<file path="src/rtl/tt_bin_clock_pkg.sv">
// tt_bin_clock_pkg: shared state encoding and default timing for the binary clock front panel.
package tt_bin_clock_pkg;
  typedef enum logic [1:0] {
    RUN     = 2'd0,
    SET_HR  = 2'd1,
    SET_MIN = 2'd2,
    SET_SEC = 2'd3
  } state_e;
  localparam int DEF_DEB_CYCLES    = 4;
  localparam int DEF_REPEAT_DELAY  = 50;
  localparam int DEF_REPEAT_PERIOD = 20;
  localparam int DEF_IDLE_TIMEOUT  = 1000;
  // Mode walks the fields in encoding order and wraps SET_SEC back to RUN.
  function automatic state_e next_field(input state_e s);
    return state_e'(s + 2'd1);
  endfunction
endpackage

</file>
<file path="src/rtl/tt_btn_debounce.sv">
// tt_btn_debounce: 2-FF synchroniser plus counter debounce with a one-cycle press event.
module tt_btn_debounce #(
  parameter int DEB_CYCLES = 4
) (
  input  logic clk_i,
  input  logic reset_ni,
  input  logic btn_i,
  output logic level_o,
  output logic press_o
);
  localparam int CW = $clog2(DEB_CYCLES + 1);
  localparam logic [CW-1:0] LAST = CW'(DEB_CYCLES - 1);
  logic r_s1, r_s2, r_deb, r_press;
  logic [CW-1:0] r_cnt;
  logic w_flip;
  assign w_flip = (r_s2 != r_deb) && (r_cnt == LAST);
  always_ff @(posedge clk_i or negedge reset_ni) begin
    if (!reset_ni) begin
      r_s1    <= 1'b0;
      r_s2    <= 1'b0;
      r_deb   <= 1'b0;
      r_press <= 1'b0;
      r_cnt   <= '0;
    end else begin
      r_s1    <= btn_i;
      r_s2    <= r_s1;
      r_cnt   <= (r_s2 == r_deb || w_flip) ? '0 : r_cnt + 1'b1;
      r_deb   <= w_flip ? r_s2 : r_deb;
      r_press <= w_flip & r_s2;
    end
  end
  assign level_o = r_deb;
  assign press_o = r_press;
endmodule

</file>
<file path="src/rtl/tt_bin_clock_set_ctrl.sv">
// tt_bin_clock_set_ctrl: front-panel field-select FSM with debounced buttons and hold-to-repeat stepping.
module tt_bin_clock_set_ctrl
  import tt_bin_clock_pkg::*;
#(
  parameter int DEB_CYCLES    = DEF_DEB_CYCLES,
  parameter int REPEAT_DELAY  = DEF_REPEAT_DELAY,
  parameter int REPEAT_PERIOD = DEF_REPEAT_PERIOD,
  parameter int IDLE_TIMEOUT  = DEF_IDLE_TIMEOUT
) (
  input  logic clk_i,
  input  logic reset_ni,
  input  logic btn_mode_i,
  input  logic btn_up_i,
  input  logic btn_down_i,
  output logic time_set_o,
  output logic hour_sel_o,
  output logic minute_sel_o,
  output logic seconds_sel_o,
  output logic step_o,
  output logic dir_o
);
  localparam int RMAX = (REPEAT_DELAY > REPEAT_PERIOD) ? REPEAT_DELAY : REPEAT_PERIOD;
  localparam int RW = $clog2(RMAX + 1);
  localparam int IW = $clog2(IDLE_TIMEOUT + 1);
  localparam logic [RW-1:0] R_DLY = RW'(REPEAT_DELAY - 1);
  localparam logic [RW-1:0] R_PER = RW'(REPEAT_PERIOD - 1);
  localparam logic [IW-1:0] I_MAX = IW'(IDLE_TIMEOUT);
  logic w_mode, w_up, w_dn, w_mode_p, w_up_p, w_dn_p;
  tt_btn_debounce #(.DEB_CYCLES(DEB_CYCLES)) u_mode (
    .clk_i(clk_i), .reset_ni(reset_ni), .btn_i(btn_mode_i), .level_o(w_mode), .press_o(w_mode_p));
  tt_btn_debounce #(.DEB_CYCLES(DEB_CYCLES)) u_up (
    .clk_i(clk_i), .reset_ni(reset_ni), .btn_i(btn_up_i), .level_o(w_up), .press_o(w_up_p));
  tt_btn_debounce #(.DEB_CYCLES(DEB_CYCLES)) u_dn (
    .clk_i(clk_i), .reset_ni(reset_ni), .btn_i(btn_down_i), .level_o(w_dn), .press_o(w_dn_p));
  state_e r_state;
  logic r_time_set, r_hr, r_min, r_sec, r_step, r_dir;
  logic r_blk_up, r_blk_dn, r_h, r_first;
  logic [RW-1:0] r_rep;
  logic [IW-1:0] r_idle;
  logic w_set, w_tout, w_stop, w_h, w_step, w_busy;
  state_e w_nxt;
  assign w_set  = r_state != RUN;
  assign w_tout = w_set && r_idle == I_MAX;
  assign w_stop = w_mode_p | w_tout;
  assign w_nxt  = w_mode_p ? next_field(r_state) : (w_tout ? RUN : r_state);
  // A button that was down in RUN or across a mode press stays blocked until released.
  assign w_h    = w_set & (w_up ^ w_dn) & ~(w_up ? r_blk_up : r_blk_dn) & ~w_stop;
  assign w_step = w_h & (~r_h | r_rep == (r_first ? R_DLY : R_PER));
  assign w_busy = w_up_p | w_dn_p | w_mode_p | w_mode | (w_up & ~r_blk_up) | (w_dn & ~r_blk_dn);
  always_ff @(posedge clk_i or negedge reset_ni) begin
    if (!reset_ni) begin
      r_state    <= RUN;
      r_time_set <= 1'b0;
      r_hr       <= 1'b0;
      r_min      <= 1'b0;
      r_sec      <= 1'b0;
      r_step     <= 1'b0;
      r_dir      <= 1'b0;
      r_blk_up   <= 1'b0;
      r_blk_dn   <= 1'b0;
      r_h        <= 1'b0;
      r_first    <= 1'b1;
      r_rep      <= '0;
      r_idle     <= '0;
    end else begin
      r_state    <= w_nxt;
      r_time_set <= w_nxt != RUN;
      r_hr       <= w_nxt == SET_HR;
      r_min      <= w_nxt == SET_MIN;
      r_sec      <= w_nxt == SET_SEC;
      r_idle     <= (w_nxt == RUN || w_busy) ? '0 : (r_idle == I_MAX ? r_idle : r_idle + 1'b1);
      r_blk_up   <= w_up & (r_blk_up | ~w_set | w_stop);
      r_blk_dn   <= w_dn & (r_blk_dn | ~w_set | w_stop);
      r_h        <= w_h;
      r_rep      <= (!w_h || w_step) ? '0 : r_rep + 1'b1;
      r_first    <= (!w_h || !r_h) ? 1'b1 : (w_step ? 1'b0 : r_first);
      r_step     <= w_step;
      r_dir      <= w_step ? w_up : r_dir;
    end
  end
  assign time_set_o    = r_time_set;
  assign hour_sel_o    = r_hr;
  assign minute_sel_o  = r_min;
  assign seconds_sel_o = r_sec;
  assign step_o        = r_step;
  assign dir_o         = r_dir;
endmodule
</file>
<file path="config.mk">
export PLATFORM = sky130hd
export DESIGN_NAME = tt_bin_clock_set_ctrl
export DESIGN_NICKNAME = d
export VERILOG_FILES = /design/src/rtl/tt_bin_clock_pkg.sv /design/src/rtl/tt_btn_debounce.sv /design/src/rtl/tt_bin_clock_set_ctrl.sv
export SDC_FILE = /design/constraint.sdc
export NUM_CORES = 1
export LEC_CHECK = 0
export CORE_AREA = 2 2 72 74
export CTS_CLUSTER_DIAMETER = 100
export CTS_CLUSTER_SIZE = 12
export DETAILED_ROUTE_END_ITERATION = 6
export DIE_AREA = 0 0 74 76
export PLACE_DENSITY_LB_ADDON = 0.1
export SLEW_MARGIN = 20
export SYNTH_ARGS = -nofsm -noshare
export SYNTH_HDL_FRONTEND = slang
export SYNTH_SLANG_ARGS = --single-unit
</file>
<file path="constraint.sdc">
create_clock -name clk_i -period 2.54 [get_ports clk_i]
set_input_delay 0.635 -clock clk_i [delete_from_list [all_inputs] [get_ports clk_i]]
set_output_delay 0.635 -clock clk_i [all_outputs]
set_load 0.01 [all_outputs]
</file>
[Yosys cells after proc, flatten, opt, wreduce, memory -nomap -nowiden]
Cells that the tools add are included.
Storage, ports and cells
  flip-flop bits (word level): 49
  logic and storage cells: 106
  input bits: 5
  output and inout bits: 6
Operators by class
  add/subtract/negate cells: 6
  reductions and logical operators: 16
  muxes and demuxes: 12
  equality and inequality tests: 15
  bitwise gates (word level): 29
Operators with widths (count)
  10-bit 2-to-1 mux: 2
  6-bit 2-to-1 mux: 2
  1-bit AND: 11
  1-bit bitwise OR: 11
  10-bit by 1-bit adder with 10-bit output (second input constant): 1
  10-bit == test (second input constant): 1
  3-bit by 1-bit adder with 3-bit output (second input constant): 3
  3-bit by 2-bit == test with 1-bit output (second input constant): 3
  3-bit 2-to-1 mux: 3
  6-bit by 1-bit adder with 6-bit output (second input constant): 1
  6-bit == test: 1
  1-bit logical OR: 6
  1-bit NOT: 6
  2-bit nonzero test: 3
  2-bit == test (second input constant): 2
  1-bit logical AND: 4
  2-bit 2-to-1 mux: 2
  1-bit == test: 3
  1-bit 2-to-1 mux: 3
  1-bit != test: 3
  2-bit by 1-bit adder with 2-bit output (second input constant): 1
  2-bit by 1-bit == test with 1-bit output (second input constant): 1
  1-bit zero test: 2
  2-bit zero test: 1
  2 further kinds: 2

[Logic depth before layout (Yosys ltp)]
  depth in word-level cells: 8
  gate-level depth with buffers: 7
  depth with buffers taken out: 6

[Cells and area by module]
Synthesis repeated with hierarchy kept, for this count alone.
Second synthesis, totals
  cell total of the unflattened synthesis: 179
  area, all modules: 2128.3 um^2
Modules (own cells, without submodules)
  tt_bin_clock_set_ctrl: seq. area each 701.9 um^2, area each 1373.8 um^2, times used 1, cells an instance 125
  tt_btn_debounce: seq. area each 175.2 um^2, area each 251.5 um^2, times used 3, cells an instance 18

[Least setup slack after synthesis]
No wires, ideal clock.
  path kind: flip-flop to flip-flop
  start point: register r_idle[0]
  end point: register r_dir (netlist: dir_o)
  path buffers: 1
  setup time: 0.125 ns
  clock period less this slack: 1.923 ns
  cell stages (with the launch flop): 8
  slack: 0.617 ns
  arrival: 1.798 ns
  required time: 2.415 ns
  path through: dfrtp_1 -> inv_1 -> ha_1 -> and4bb_1 -> and3_1 -> buf_6 -> a2111oi_4 -> mux2_2
Between the ends
  cells in the longest elaborated chain, start to end: 6
RTL lines
  start, declared: line tt_bin_clock_set_ctrl.sv:39  | logic [IW-1:0] r_idle;
  start signal, assigned: line tt_bin_clock_set_ctrl.sv:71  | r_idle <= (w_nxt == RUN || w_busy) ? '0 : (r_idle == I_MAX ? r_idle : r_idle + 1'b1);
  10-bit == test: line tt_bin_clock_set_ctrl.sv:43  | assign w_tout = w_set && r_idle == I_MAX;
  1-bit logical AND: line tt_bin_clock_set_ctrl.sv:43
  1-bit bitwise OR: line tt_bin_clock_set_ctrl.sv:44  | assign w_stop = w_mode_p | w_tout;
  1-bit NOT: line tt_bin_clock_set_ctrl.sv:47  | assign w_h = w_set & (w_up ^ w_dn) & ~(w_up ? r_blk_up : r_blk_dn) & ~w_stop;
  1-bit AND: line tt_bin_clock_set_ctrl.sv:47
  1-bit AND: line tt_bin_clock_set_ctrl.sv:48  | assign w_step = w_h & (~r_h | r_rep == (r_first ? R_DLY : R_PER));
  via w_step: line tt_bin_clock_set_ctrl.sv:40  | logic w_set, w_tout, w_stop, w_h, w_step, w_busy;
  end signal, assigned: line tt_bin_clock_set_ctrl.sv:78  | r_dir <= w_step ? w_up : r_dir;
  end, declared: line tt_bin_clock_set_ctrl.sv:36  | logic r_time_set, r_hr, r_min, r_sec, r_step, r_dir;
The timed path passes the listed nets, and every way through them passes these cells.
A chain may end at the register's enable or synchronous reset.

[Worst setup path after layout]
Ends and elaborated chain as after synthesis.

==> flow_summary.yaml <==
setup_path:
  worstSetupPathType: "flop to flop"
  crit_family: "simple AND/OR/NAND/NOR gates"
  critPathBufInv: 1
  worst_path_max_delay_cell: "dfrtp_1"
  worstPathRequired_ns: 2.73
  crit_fanout: 5
  cp-end-kind: "flop"
  max_stage_delay_ns: 0.41
  start_kind: "flop"
  arrival_ns: 2.23
  crit_path_cell_trace: "inv_1 -> ha_1 -> and4bb_1 -> and3_1 -> a2111oi_4 -> mux2_2"
sta:
  rsz0062_at_grt: "false"
  setup_viol: 0
  hold_viol: 0
  drv_slew: 0
  tightest_slew_ns: 0.609
  fin_setup_tns_ns: 0
  skew_ns: 0.00618
  period_minus_slack_ns: 2.04
  max_freq_mhz: 489
  relSlewSlack: 0.594
  fin_crit_sh: 0.805
  whs_ns: 0.339
global_routing:
  grtUsageTotal: 0.142
  overflow: 0
  grt_pass1_wl_um: 6070
  first_global_vias: 1408
  grt_max_degree: 28
  antenna_found_initial: 0
synth:
  synth_top_family_by_area: "simple AND/OR/NAND/NOR gates"
  synthMuxAreaShare: 0.00532
  synth_compound_area_frac: 0.0792
  synth-xor-area-share: 0.0621
  yosys_warnings: 0
  ys_types: 36
  synth_seq_cells: 49
  syn_area_um2: 2120
  syn_nets: 204
  syn_inst: 189
  ys_seq_area_frac: 0.580
  syn_area_per_cell_um2: 11.2
  yosys.area_share.simple: 0.183
  yosys.area_share.adder: 0.0591
placement:
  port_buffers: 10
  dp_hpwl_um: 2560
  gp_congestion: 0.891
  dpl_cell_area_um2: 2290
pwr:
  power.total_uw: 2360
  p_per_area_nw_per_um2: 972
  power_leakage_uw: 0.00110
  ir_drop_uv: 416
routing:
  post_drt_wl_per_cell_um: 12.6
  drtIter0Drc: 54
  final_antenna_net_count: 0
  via_per_inst: 4.99
  drc: 0
  drt-total-wl_um: 3470
  vias: 1377
  first_pass_iters: 4
outcome:
  status: "complete, no violations"
finish:
  fin_util: 0.494
  final_cell_mix: "dfrtp_1 (48), nor2_1 (30), inv_1 (14)"
  area_growth_pct: 14.6
  nets: 220
  layout-drive-gt1-share: 0.0874
  diodes: 0
  post-route-cell-area_um2: 2430
  mostFrequentLayoutCell: "dfrtp_1"
  num-fill-cells: 452
cts:
  cts_buffer_depth: 2
  cts.sinks: 49
  numCtsBuffers: 5
  cts_resized: 0
  cts-root-buf: "clkbuf_8"
  clk_latency_ns: 0.30
  cts.clk_slew.worst_paths_ns: 0.09
  cts_tree: "built"
  h-tree-depth: 2
  cts_setup_buffers: 0
  holdBufCountCts: 0
floorplanning:
  rows: 26
  die-area_um2: 5620
  die_h_um: 76
  core_area_um2: 4910
  io_pins: 11
  die_x_um: 74
  start_util: 0.431
job:
  cap_violations: 0
worst_hold_path:
  hold_path.class: "input pin to asynchronous set/reset pin"
-- path summary, 6_finish.rpt --
check                           from            to  slack (ns)  cells past startpoint
max                        r_idle[0]         dir_o        0.50                      6
min                         reset_ni     r_idle[7]        0.34                      1
max reg2reg                r_idle[0]         dir_o        0.50                      6
min reg2reg                u_dn.r_s1     u_dn.r_s2        0.36                      0
max in group asynchronous   reset_ni  minute_sel_o        1.49                      2
min in group clk_i         u_dn.r_s1     u_dn.r_s2        0.36                      0
-- state kept, by name, indices dropped and copies added (netlist names), 2 cells and up --
name / cells
r_idle: 10
r_rep: 6
r_state: 2
u_dn.r_cnt: 3
u_mode.r_cnt: 3
u_up.r_cnt: 3
-- logic make-up after synthesis --
kind of cell	count (synthesis)
xor+xnor	15
fa+ha+maj	10
compound gates	21
simple gates	77
flops	49
mux	1
buf+inv	16
-- metrics by stage --
step                      setup WS (ns)  cells
after floorplan                   0.617    189
after global placement            0.613    268
after detailed placement          0.515    268
after CTS                         0.490    276
after global routing              0.381    276
final                             0.496    276
-- where the power goes --
| group | internal [µW] | switching [µW] | leakage [µW] |
|---|---|---|---|
| combinational | 299 | 360 | 0.000382 |
| sequential | 943 | 118 | 0.000645 |
| clock | 391 | 248 | 0.0000681 |
| total | 1630 | 725 | 0.00110 |
-- synth_stat cells --
cell / number / share of area
a2111oi_4: 1 / 0.013
a21oi_1: 2 / 0.0047
a2bb2oi_1: 2 / 0.0083
and3_1: 4 / 0.012
and3_2: 1 / 0.0035
and3b_1: 1 / 0.0041
and4_1: 2 / 0.0083
and4bb_1: 1 / 0.0059
buf_6: 1 / 0.0053
clkbuf_1: 1 / 0.0018
dfrtp_1: 48 / 0.57
dfstp_2: 1 / 0.012
ha_1: 10 / 0.059
inv_1: 14 / 0.025
mux2_2: 1 / 0.0053
nand2_1: 13 / 0.023
nand2b_1: 4 / 0.012
nand3_1: 10 / 0.024
nand3b_1: 1 / 0.0035
nor2_1: 30 / 0.053
nor3_1: 3 / 0.0071
nor3b_1: 3 / 0.011
nor4_1: 1 / 0.0030
o2111ai_1: 1 / 0.0041
o211ai_2: 1 / 0.0059
o21a_1: 2 / 0.0071
o21ai_0: 7 / 0.017
o221a_2: 1 / 0.0053
o22a_1: 1 / 0.0041
o22ai_1: 1 / 0.0030
o31ai_1: 2 / 0.0071
or2_2: 1 / 0.0030
or2b_1: 1 / 0.0035
or4b_4: 1 / 0.0065
xnor2_1: 7 / 0.029
xor2_1: 8 / 0.033
-- metal layers --
metal,track usage,vias up,share of wire
met5,0,-,0
met4,0.0655,0,0.021
met3,0.0410,7,0.048
met2,0.240,23,0.52
met1,0.162,680,0.42
li1,-,667,-
-- final cells by class --
class / instances / area, µm² / area share
flip-flops and latches: 49 / 1230 / 0.506
multi-input cells: 124 / 822 / 0.339
repair buffers: 11 / 103 / 0.0423
well taps: 70 / 87.6 / 0.0361
clock buffers: 5 / 68.8 / 0.0284
clock inverters: 3 / 65.1 / 0.0268
inverters: 14 / 52.6 / 0.0217
No activity file was read; power rests on OpenSTA's default activity.
